## config.mk

```make
export PLATFORM = sky130hd
export DESIGN_NAME = ysyx_22050243_ifu_fetchq
export DESIGN_NICKNAME = d
export VERILOG_FILES = /design/src/rtl/ysyx_22050243_ifu_fetchq.sv
export SDC_FILE = /design/constraint.sdc
export NUM_CORES = 1
export LEC_CHECK = 0
export CORE_MARGIN = 2
export CORE_UTILIZATION = 26
export DETAILED_ROUTE_END_ITERATION = 8
export PLACE_DENSITY_LB_ADDON = 0.3
export SETUP_SLACK_MARGIN = 0.05
export SLEW_MARGIN = 10
export SYNTH_ARGS = -nofsm -noshare
export SYNTH_HDL_FRONTEND = slang
export SYNTH_SLANG_ARGS = --single-unit
```

## constraint.sdc

```tcl
create_clock -name clk -period 5.8 [get_ports clk]
set_input_delay 1.74 -clock clk [delete_from_list [all_inputs] [get_ports clk]]
set_output_delay 1.74 -clock clk [all_outputs]
set_load 0.03 [all_outputs]
```

## src/rtl/ysyx_22050243_ifu_fetchq.sv

```systemverilog
// Instruction-fetch front end: PC, in-order requests and the IF->ID fetch queue.
// Request credits guarantee every response a queue slot; redirects drop stale responses.
module ysyx_22050243_ifu_fetchq #(
    parameter int                    ADDR_WIDTH = 64,
    parameter int                    INST_WIDTH = 32,
    parameter logic [ADDR_WIDTH-1:0] RESET_PC   = 64'h0000_0000_8000_0000,
    parameter int                    FQ_DEPTH   = 4
) (
    input  logic                      clk,
    input  logic                      rst,
    output logic                      inst_req_valid_o,
    input  logic                      inst_req_ready_i,
    output logic [ADDR_WIDTH-1:0]     inst_addr_o,
    input  logic                      i_inst_valid,
    input  logic [INST_WIDTH-1:0]     i_inst,
    input  logic                      redirect_i,
    input  logic [ADDR_WIDTH-1:0]     redirect_pc_i,
    output logic                      id_valid_o,
    input  logic                      id_ready_i,
    output logic [INST_WIDTH-1:0]     id_inst_o,
    output logic [ADDR_WIDTH-1:0]     id_pc_o,
    output logic [$clog2(FQ_DEPTH):0] fq_count_o
);

    localparam int PW = $clog2(FQ_DEPTH);
    localparam int CW = PW + 1;
    localparam logic [CW+1:0] DEPTH_W = (CW+2)'(FQ_DEPTH);

    logic [ADDR_WIDTH-1:0] pc;
    logic [ADDR_WIDTH-1:0] inf_pc [FQ_DEPTH];
    logic [PW-1:0]         inf_wr;
    logic [PW-1:0]         inf_rd;
    logic [CW-1:0]         inflight_cnt;
    logic [CW-1:0]         drop_cnt;

    logic [INST_WIDTH-1:0] fq_inst [FQ_DEPTH];
    logic [ADDR_WIDTH-1:0] fq_pc [FQ_DEPTH];
    logic [PW-1:0]         fq_wr;
    logic [PW-1:0]         fq_rd;
    logic [CW-1:0]         fq_cnt;

    logic [CW+1:0] used;
    logic          req_fire;
    logic          rsp_drop;
    logic          rsp_take;
    logic          rsp_any;
    logic          pop;

    assign used = (CW+2)'(inflight_cnt) + (CW+2)'(drop_cnt)
                + (CW+2)'(fq_cnt);

    // Gating with rst keeps the request line low for the whole reset pulse.
    assign inst_req_valid_o = rst && !redirect_i && (used < DEPTH_W);
    assign inst_addr_o      = pc;
    assign req_fire         = inst_req_valid_o && inst_req_ready_i;

    assign rsp_drop = i_inst_valid && (drop_cnt != '0);
    assign rsp_take = i_inst_valid && (drop_cnt == '0)
                   && (inflight_cnt != '0);
    assign rsp_any  = rsp_drop || rsp_take;

    assign id_valid_o = (fq_cnt != '0);
    assign pop        = id_valid_o && id_ready_i;
    assign id_inst_o  = id_valid_o ? fq_inst[fq_rd] : '0;
    assign id_pc_o    = id_valid_o ? fq_pc[fq_rd] : '0;
    assign fq_count_o = fq_cnt;

    always_ff @(posedge clk or negedge rst) begin
        if (!rst) begin
            pc           <= RESET_PC;
            inf_wr       <= '0;
            inf_rd       <= '0;
            inflight_cnt <= '0;
            drop_cnt     <= '0;
            fq_wr        <= '0;
            fq_rd        <= '0;
            fq_cnt       <= '0;
        end else if (redirect_i) begin
            pc           <= redirect_pc_i & ~ADDR_WIDTH'(3);
            inf_wr       <= '0;
            inf_rd       <= '0;
            inflight_cnt <= '0;
            drop_cnt     <= drop_cnt + inflight_cnt - CW'(rsp_any);
            fq_wr        <= '0;
            fq_rd        <= '0;
            fq_cnt       <= '0;
        end else begin
            if (req_fire) begin
                pc     <= pc + ADDR_WIDTH'(4);
                inf_wr <= inf_wr + 1'b1;
            end
            if (rsp_take) begin
                inf_rd <= inf_rd + 1'b1;
                fq_wr  <= fq_wr + 1'b1;
            end
            if (rsp_drop) begin
                drop_cnt <= drop_cnt - 1'b1;
            end
            if (pop) begin
                fq_rd <= fq_rd + 1'b1;
            end
            inflight_cnt <= inflight_cnt + CW'(req_fire) - CW'(rsp_take);
            fq_cnt       <= fq_cnt + CW'(rsp_take) - CW'(pop);
        end
    end

    always_ff @(posedge clk) begin
        if (req_fire) begin
            inf_pc[inf_wr] <= pc;
        end
        if (rsp_take && !redirect_i) begin
            fq_inst[fq_wr] <= i_inst;
            fq_pc[fq_wr]   <= inf_pc[inf_rd];
        end
    end

endmodule

```

==> results of run 1 <==
==> worst max path at each step <==
stage,from,endpoint,slack (ns),cells after the start
6_report,inflight_cnt[1],inst_req_valid_o,0.66,8
5_1_grt,fq_count_o[1],inst_req_valid_o,0.47,8
4_1_cts,fq_count_o[1],inst_req_valid_o,0.18,8
3_5_place_dp,rst,inst_req_valid_o,0.59,5
3_3_place_gp,rst,inst_req_valid_o,0.59,5
2_1_floorplan,redirect_i,fq_inst[3][0],0.74,4
==> per-stage QoR <==
step                      area, um^2  setup WS [ns]  hold slack, ns  util, %
after global routing           35500          0.466           0.534     33.1
after floorplan                28300          0.740           0.528        -
final                          35600          0.661           0.511     33.1
after CTS                      35500          0.182           0.518     33.1
after global placement         32800          0.586           0.500     30.6
after detailed placement       32800          0.588           0.515     30.6
==> power groups by stage <==
stage               clock [mW]  combinational, mW  sequential, mW
floorplan                    0               2.34            6.18
global placement             0               4.02            6.23
detailed placement           0               4.05            6.25
CTS                       5.32               4.07            6.15
global route              5.51               4.24            6.18
finish                    5.15               3.95            6.14
==> layout by cell type (no fill, tap or decap), drive strengths merged, types with 4 or more instances in the layout <==
cell / netlist / final
edfxtp: 624 / 624
clkdlybuf4s50: 0 / 257
mux4: 156 / 156
clkbuf: 57 / 104
and2: 103 / 103
nand2: 81 / 81
dfrtp: 78 / 78
buf: 25 / 45
nor2: 43 / 43
o21ai: 40 / 40
nand3: 40 / 40
inv: 35 / 37
clkinv: 1 / 33
xnor2: 31 / 31
nand4: 26 / 26
nor4: 23 / 23
ha: 20 / 20
a31oi: 18 / 18
nor3: 16 / 16
or4: 15 / 15
or3: 12 / 12
o31ai: 10 / 10
bufinv: 0 / 10
and3: 10 / 10
nor2b: 9 / 9
o311ai: 7 / 7
and4: 6 / 6
fa: 6 / 6
a21oi: 5 / 5
xor2: 5 / 5
or2: 4 / 4
o211ai: 4 / 4
conb: 1 / 4
==> state kept, by name (all words and copies together) (netlist names) <==
signal	flops
fq_count_o	3
fq_wr	2
inflight_cnt	3
inf_pc	248
inst_addr_o	62
fq_rd	2
inf_rd	2
fq_pc	248
fq_inst	128
inf_wr	2
drop_cnt	3
==> timing repair <==
| item | CTS | global route |
|---|---|---|
| setup endpoints to repair | 0 | 1 |
| hold endpoints to repair | 0 | 0 |
| gates resized for setup | 0 | 1 |
==> cell families after synthesis <==
family | Yosys count
flip-flops | 703
buffers and inverters | 118
AND/OR/NAND/NOR | 401
adder cells (fa/ha/maj) | 26
AO/OA/AOI/OAI | 99
other | 1
multiplexers | 161
XOR/XNOR | 36
==> per-layer routing <==
| layer | track usage [%] | routed length [um] | vias up |
|---|---|---|---|
| met5 | 0 | 0 | - |
| li1 | - | - | 6775 |
| met3 | 3.48 | 5470 | 114 |
| met2 | 22.5 | 36600 | 500 |
| met4 | 4.45 | 1880 | 0 |
| met1 | 18.8 | 34300 | 8133 |
==> worst reg2reg max path, delay by kind of cell (launching register included) <==
kind | cells | cell delay (ns)
buffers and inverters | 6 | 1.25
adders and majority gates | 5 | 1.87
DFF | 1 | 0.41
AOI/OAI and AO/OA | 1 | 0.19
xor gates and xnor gates | 2 | 0.32
and+or+nand+nor | 4 | 0.43
==> cell type report <==
class	count	area (um^2)	share of cell area (%)
repair buffers	303	3080	8.67
clock buffers	104	2170	6.12
flip-flops and latches	703	20700	58.3
inverters	36	135	0.380
multi-input cells	727	7140	20.1
well taps	1403	1760	4.94
clock inverters	44	527	1.48
diodes	3	7.51	0.0211
==> results.py, run 1 <==
metrics = {
    "floorplan": {
        "design.portCount": 267,
        "die_w_um": 334,
        "placeableCoreArea_um2": 108000,
        "initial_utilization_pct": 26.3,
        "die_h_um": 334,
        "number_of_standard_cell_rows_in_the_floorplan": 120,
        "die-area_um2": 111000,
    },
    "sta": {
        "finalCritPeriodShare_pct": 88.6,
        "fin_worst_skew_ns": 0.0238,
        "worstMarginPinSlew_ns": 0.952,
        "slew_violations": 0,
        "finalSetupTns_ns": 0,
        "timing.slew.headroom_pct": 35.6,
        "achievable-frequency_mhz": 195,
        "rsz0062_at_grt": "no",
        "hold_violations": 0,
        "setup_viol_count_final": 0,
        "period_needed_ns": 5.14,
    },
    "synthesis": {
        "ys_async_sr_fraction_pct": 11.2,
        "synth_edf_count": 624,
        "seq_area_frac_synth_pct": 73.3,
        "synthesized_area_fraction_occupied_by_adder_cells_pct": 1.31,
        "avgSynthCellArea_um2": 18.3,
        "synth_simple_gate_area_share_pct": 7.76,
        "synth_top_area_share_pct": 66.3,
        "cells_after_synthesis": 1545,
        "synth_compound_gate_area_share_pct": 2.27,
        "netlist_top_cells_count": "sky130_fd_sc_hd__edfxtp_1, sky130_fd_sc_hd__mux4_2, sky130_fd_sc_hd__and2_1, sky130_fd_sc_hd__nand2_1, sky130_fd_sc_hd__dfrtp_1",
        "post_synth_main_area_contributors": "sky130_fd_sc_hd__edfxtp_1, sky130_fd_sc_hd__mux4_2, sky130_fd_sc_hd__dfrtp_1",
        "yosys.area.top_type": "sky130_fd_sc_hd__edfxtp_1",
        "ys_dominant_reg_cell": "sky130_fd_sc_hd__edfxtp_1",
        "synthMostInstantiatedCell": "sky130_fd_sc_hd__edfxtp_1",
        "yosys-mux-area-fraction_pct": 12.6,
        "yosys.area_share.xor_xnor_pct": 1.12,
        "post_synth_instance_area_um2": 28300,
        "main_combinational_cell_family_by_area_after_synthesis": "multiplexers",
        "synthesis.yosys.warnings": 0,
        "ys_seq_elements": 703,
        "yosys.cell_types.count": 59,
    },
    "setup_path": {
        "worstPathMaxFanout": 4,
        "timing.critical_path.to_type": "primary output",
        "cp.buffers_inverters": 2,
        "arrival_time_at_the_worst_endpoint_ns": 3.40,
        "path_cells": "inv_1 -> fa_1 -> nor2_1 -> fa_1 -> nor2b_1 -> o21ai_2 -> a311oi_1 -> dlymetal6s2s_1",
        "cpMostUsedCell": "sky130_fd_sc_hd__fa_1",
        "crit-reg2reg-launch": "fq_count_o[1]",
        "worst-setup-path-type": "reg2out",
        "reg2regPathDepth": 18,
        "r2r_slack_ns": 1.20,
        "critical_path.top_delay_family": "adder cells",
        "worst_path_largest_cell_delay_ns": 0.53,
        "timing.critical_path.required_ns": 4.06,
        "startpoint_type": "register",
        "regToRegEndpoint": "inflight_cnt[2]",
        "critPathSlowestCell": "sky130_fd_sc_hd__fa_1",
    },
    "cts": {
        "maximum_clock_insertion_buffer_count": 3,
        "worst_skew_pair.late_latency_ns": 0.64,
        "tritoncts": "built",
        "cts-buffers-inserted": 80,
        "clock_sinks": 703,
        "clock-root-buffer": "sky130_fd_sc_hd__clkbuf_16",
        "clk_pin_slew_ns": 0.06,
        "h_tree_levels": 3,
        "post_cts_hold_buffer_count": 0,
        "postCtsSetupRepairBufs": 0,
    },
    "placed_design": {
        "place.detailed.hpwl_um": 49400,
        "buffer_ports.inserted": 260,
        "place.gp.congestion": 0.788,
        "place_inst": 3172,
    },
    "grt": {
        "grt_pass1_vias": 16600,
        "first_pass_grt_wire_length_um": 114000,
        "grt_overflow_total": 0,
        "grt_antenna_before_repair": 0,
        "grt_util_all_layers_pct": 14.1,
        "grt_max_degree": 65,
    },
    "route": {
        "wl_per_cell_um": 23.6,
        "final_antenna_net_count": 0,
        "drt_wl_total_um": 78300,
        "dr.pass1.iters": 5,
        "drtIter0Drc": 1044,
        "via_per_inst": 4.67,
        "detail_route.drc_violations": 0,
        "vias": 15500,
    },
    "power": {
        "power_switching_share_pct": 30.3,
        "total_power_of_the_final_layout_mw": 15.2,
        "total_leakage_power_nw": 11.2,
        "seqPwrFrac_pct": 40.3,
        "p_clk_share_pct": 33.8,
        "power_share_of_the_combinational_group_pct": 25.9,
        "internal_power_mw": 10.6,
        "power_per_cell_area_nw_per_um2": 429,
        "peakVddDrop_mv": 0.362,
        "switching_power_mw": 4.61,
    },
    "worst_hold_path": {
        "hold_end": "inf_pc[0][24]",
        "min-delay-path-class": "reg2reg",
        "hold_depth": 0,
        "worst_min_delay_path_startpoint": "inst_addr_o[24]",
    },
    "status": {
        "status": "finished, final reports clean",
    },
    "finish": {
        "area.growth.synth_to_final_pct": 25.8,
        "num-nets-final": 1979,
        "fin_cells": 3323,
        "fillerInstances": 10300,
        "drive_gt1_share_pct": 18.2,
    },
    "flow_run": {
        "max_cap_viol_count": 0,
    },
}
(Power assumes the default switching activity.)
==> run 2: changes to the inputs <==
--- a/config.mk
+++ b/config.mk
@@ -7,9 +7,11 @@
 export LEC_CHECK = 0
 export CORE_MARGIN = 2
 export CORE_UTILIZATION = 26
+export CTS_CLUSTER_DIAMETER = 80
 export DETAILED_ROUTE_END_ITERATION = 8
+export GPL_TIMING_DRIVEN = 0
 export PLACE_DENSITY_LB_ADDON = 0.3
-export SETUP_SLACK_MARGIN = 0.05
+export SETUP_SLACK_MARGIN = 0.2
 export SLEW_MARGIN = 10
 export SYNTH_ARGS = -nofsm -noshare
 export SYNTH_HDL_FRONTEND = slang
==> run 2 against run 1 <==
  * Worst hold slack improved by 0.069 ns
  * First-iteration DRC count up 35%
  * Combinational power is 4% higher
  * Register-to-register slack got worse by 0.13 ns
  * Utilization about the same
  * Clock skew fell by 0.0015 ns
  * Highest routed layer is now met5
==> results.py, run 2 (synthesis gave the netlist of run 1 again) <==
metrics = {
    "route": {
        "drt_wl_total_um": 80800,
        "detail_route.drc_violations": 0,
        "wl_per_cell_um": 24.0,
        "dr.pass1.iters": 6,
        "via_per_inst": 4.71,
        "drtIter0Drc": 1408,
        "final_antenna_net_count": 0,
        "vias": 15900,
    },
    "cts": {
        "clock-root-buffer": "sky130_fd_sc_hd__clkbuf_16",
        "clk_pin_slew_ns": 0.06,
        "postCtsSetupRepairBufs": 0,
        "maximum_clock_insertion_buffer_count": 3,
        "worst_skew_pair.late_latency_ns": 0.63,
        "tritoncts": "built",
        "post_cts_hold_buffer_count": 0,
        "h_tree_levels": 3,
        "clock_sinks": 703,
        "cts-buffers-inserted": 78,
    },
    "setup_path": {
        "cpMostUsedCell": "sky130_fd_sc_hd__clkbuf_1",
        "regToRegEndpoint": "inflight_cnt[2]",
        "timing.critical_path.to_type": "primary output",
        "critPathSlowestCell": "sky130_fd_sc_hd__clkbuf_1",
        "r2r_slack_ns": 1.07,
        "worstPathMaxFanout": 10,
        "timing.critical_path.required_ns": 4.06,
        "worst-setup-path-type": "in2out",
        "arrival_time_at_the_worst_endpoint_ns": 3.65,
        "startpoint_type": "input pin",
        "reg2regPathDepth": 17,
        "critical_path.top_delay_family": "buffers and inverters",
        "path_cells": "clkbuf_1 -> clkbuf_1 -> clkbuf_1 -> a311oi_4 -> clkbuf_4",
        "worst_path_largest_cell_delay_ns": 0.64,
        "crit-reg2reg-launch": "fq_count_o[2]",
        "cp.buffers_inverters": 4,
    },
    "sta": {
        "fin_worst_skew_ns": 0.0223,
        "hold_violations": 0,
        "finalCritPeriodShare_pct": 93.0,
        "slew_violations": 0,
        "rsz0062_at_grt": "no",
        "period_needed_ns": 5.39,
        "timing.slew.headroom_pct": 21.4,
        "achievable-frequency_mhz": 185,
        "worst_setup_margin_ns": 0.407,
        "setup_viol_count_final": 0,
        "worstMarginPinSlew_ns": 1.17,
    },
    "worst_hold_path": {
        "hold_depth": 2,
        "min-delay-path-class": "reg2reg",
        "worst_min_delay_path_startpoint": "drop_cnt[1]",
        "hold_end": "drop_cnt[1]",
    },
    "finish": {
        "num-nets-final": 2029,
        "mostFrequentLayoutCell": "sky130_fd_sc_hd__edfxtp_1",
        "fillerInstances": 10300,
        "area.growth.synth_to_final_pct": 25.7,
        "multi_input_area_um2": 7160,
        "reg.largest.list": "fq_pc: 248 flops, inf_pc: 248 flops, fq_inst: 128 flops",
        "layout.cells.most_common_list": "sky130_fd_sc_hd__edfxtp_1, sky130_fd_sc_hd__clkdlybuf4s50_1, sky130_fd_sc_hd__mux4_2",
        "drive_gt1_share_pct": 16.4,
        "layout.area.seq_um2": 20700,
        "finished_layout_cell_area_um2": 35500,
    },
    "grt": {
        "first_pass_grt_wire_length_um": 116000,
        "grt_max_degree": 47,
        "grt_antenna_before_repair": 6,
        "grt_pass1_vias": 16400,
        "grt_util_all_layers_pct": 14.3,
        "grt_overflow_total": 0,
    },
    "power": {
        "total_leakage_power_nw": 11.1,
        "peakVddDrop_mv": 0.248,
        "power_per_cell_area_nw_per_um2": 420,
    },
    "flow_run": {
        "max_cap_viol_count": 0,
    },
    "placed_design": {
        "dp_slack_ns": -0.521,
        "place.gp.congestion": 0.841,
        "place.detailed.hpwl_um": 56400,
        "post_dp_cell_area_um2": 33000,
        "buffer_ports.inserted": 259,
    },
    "floorplan": {
        "placeableCoreArea_um2": 108000,
        "initial_utilization_pct": 26.3,
        "design.portCount": 267,
        "die_h_um": 334,
        "number_of_standard_cell_rows_in_the_floorplan": 120,
        "die_w_um": 334,
        "die-area_um2": 111000,
    },
    "status": {
        "status": "finished, final reports clean",
    },
}
[run 2: timing repair]
| action | CTS | global route |
|---|---|---|
| pin swaps | 0 | 1 |
| endpoints found under the hold margin | 0 | 0 |
| gates resized for setup | 22 | 8 |
| endpoints found under the setup margin | 60 | 5 |
[run 2: stage by stage]
step | utilization (%) | total power, mW | cells | TNS [ns] | hold slack, ns
global route | 33.0 | 15.6 | 3363 | 0 | 0.596
detailed placement | 30.7 | 10.3 | 3224 | -0.521 | 0.560
CTS | 33.0 | 15.2 | 3363 | 0 | 0.573
finish | 33.1 | 14.9 | 3365 | 0 | 0.580
global placement | 30.4 | 10.3 | 3210 | -2054.34 | 0.536
floorplan | - | 8.52 | 1548 | 0 | 0.528
[run 2: worst max-delay path by stage]
stage | from | endpoint | slack (ns) | depth (start not counted)
floorplan | redirect_i | fq_inst[3][0] | 0.74 | 4
global placement | rst | inf_pc[1][8] | -4.32 | 6
detailed placement | rst | inst_req_valid_o | -0.52 | 6
CTS | fq_count_o[1] | inst_req_valid_o | 0.13 | 9
global route | fq_count_o[1] | inst_req_valid_o | 0.21 | 9
finish | redirect_i | inst_req_valid_o | 0.41 | 5
[run 2: tightest hold or removal path: stages, from the launching register on]
cell and delay (ns):
sky130_fd_sc_hd__dfrtp_1 0.35, sky130_fd_sc_hd__a21oi_1 0.07, sky130_fd_sc_hd__mux2i_1 0.12
[run 2: final cells by class]
| cell class | count | area share (%) |
|---|---|---|
| sequential | 703 | 58.3 |
| multi-input combinational | 727 | 20.2 |
| timing repair buffer | 273 | 8.25 |
| clock buffer | 102 | 5.84 |
| tap | 1403 | 4.94 |
| clock inverter | 37 | 1.06 |
| buffer | 82 | 1.05 |
| inverter | 36 | 0.380 |
| antenna | 2 | 0.0141 |
[run 2: metal layers]
metal	track usage, %	wire length [um]	up-vias
met5	0	26	-
met4	4.85	2280	4
met3	3.25	5990	131
met2	22.8	37600	574
met1	19.4	34900	8275
li1	-	-	6872
[run 2: where the power goes]
group | switching [mW] | total, mW | leakage [nW] | internal, mW
logic | 2.43 | 4.12 | 3.36 | 1.69
clock network | 2.01 | 4.76 | 1.17 | 2.76
registers | 0.201 | 6.06 | 6.58 | 5.86
total | 4.64 | 14.9 | 11.1 | 10.3
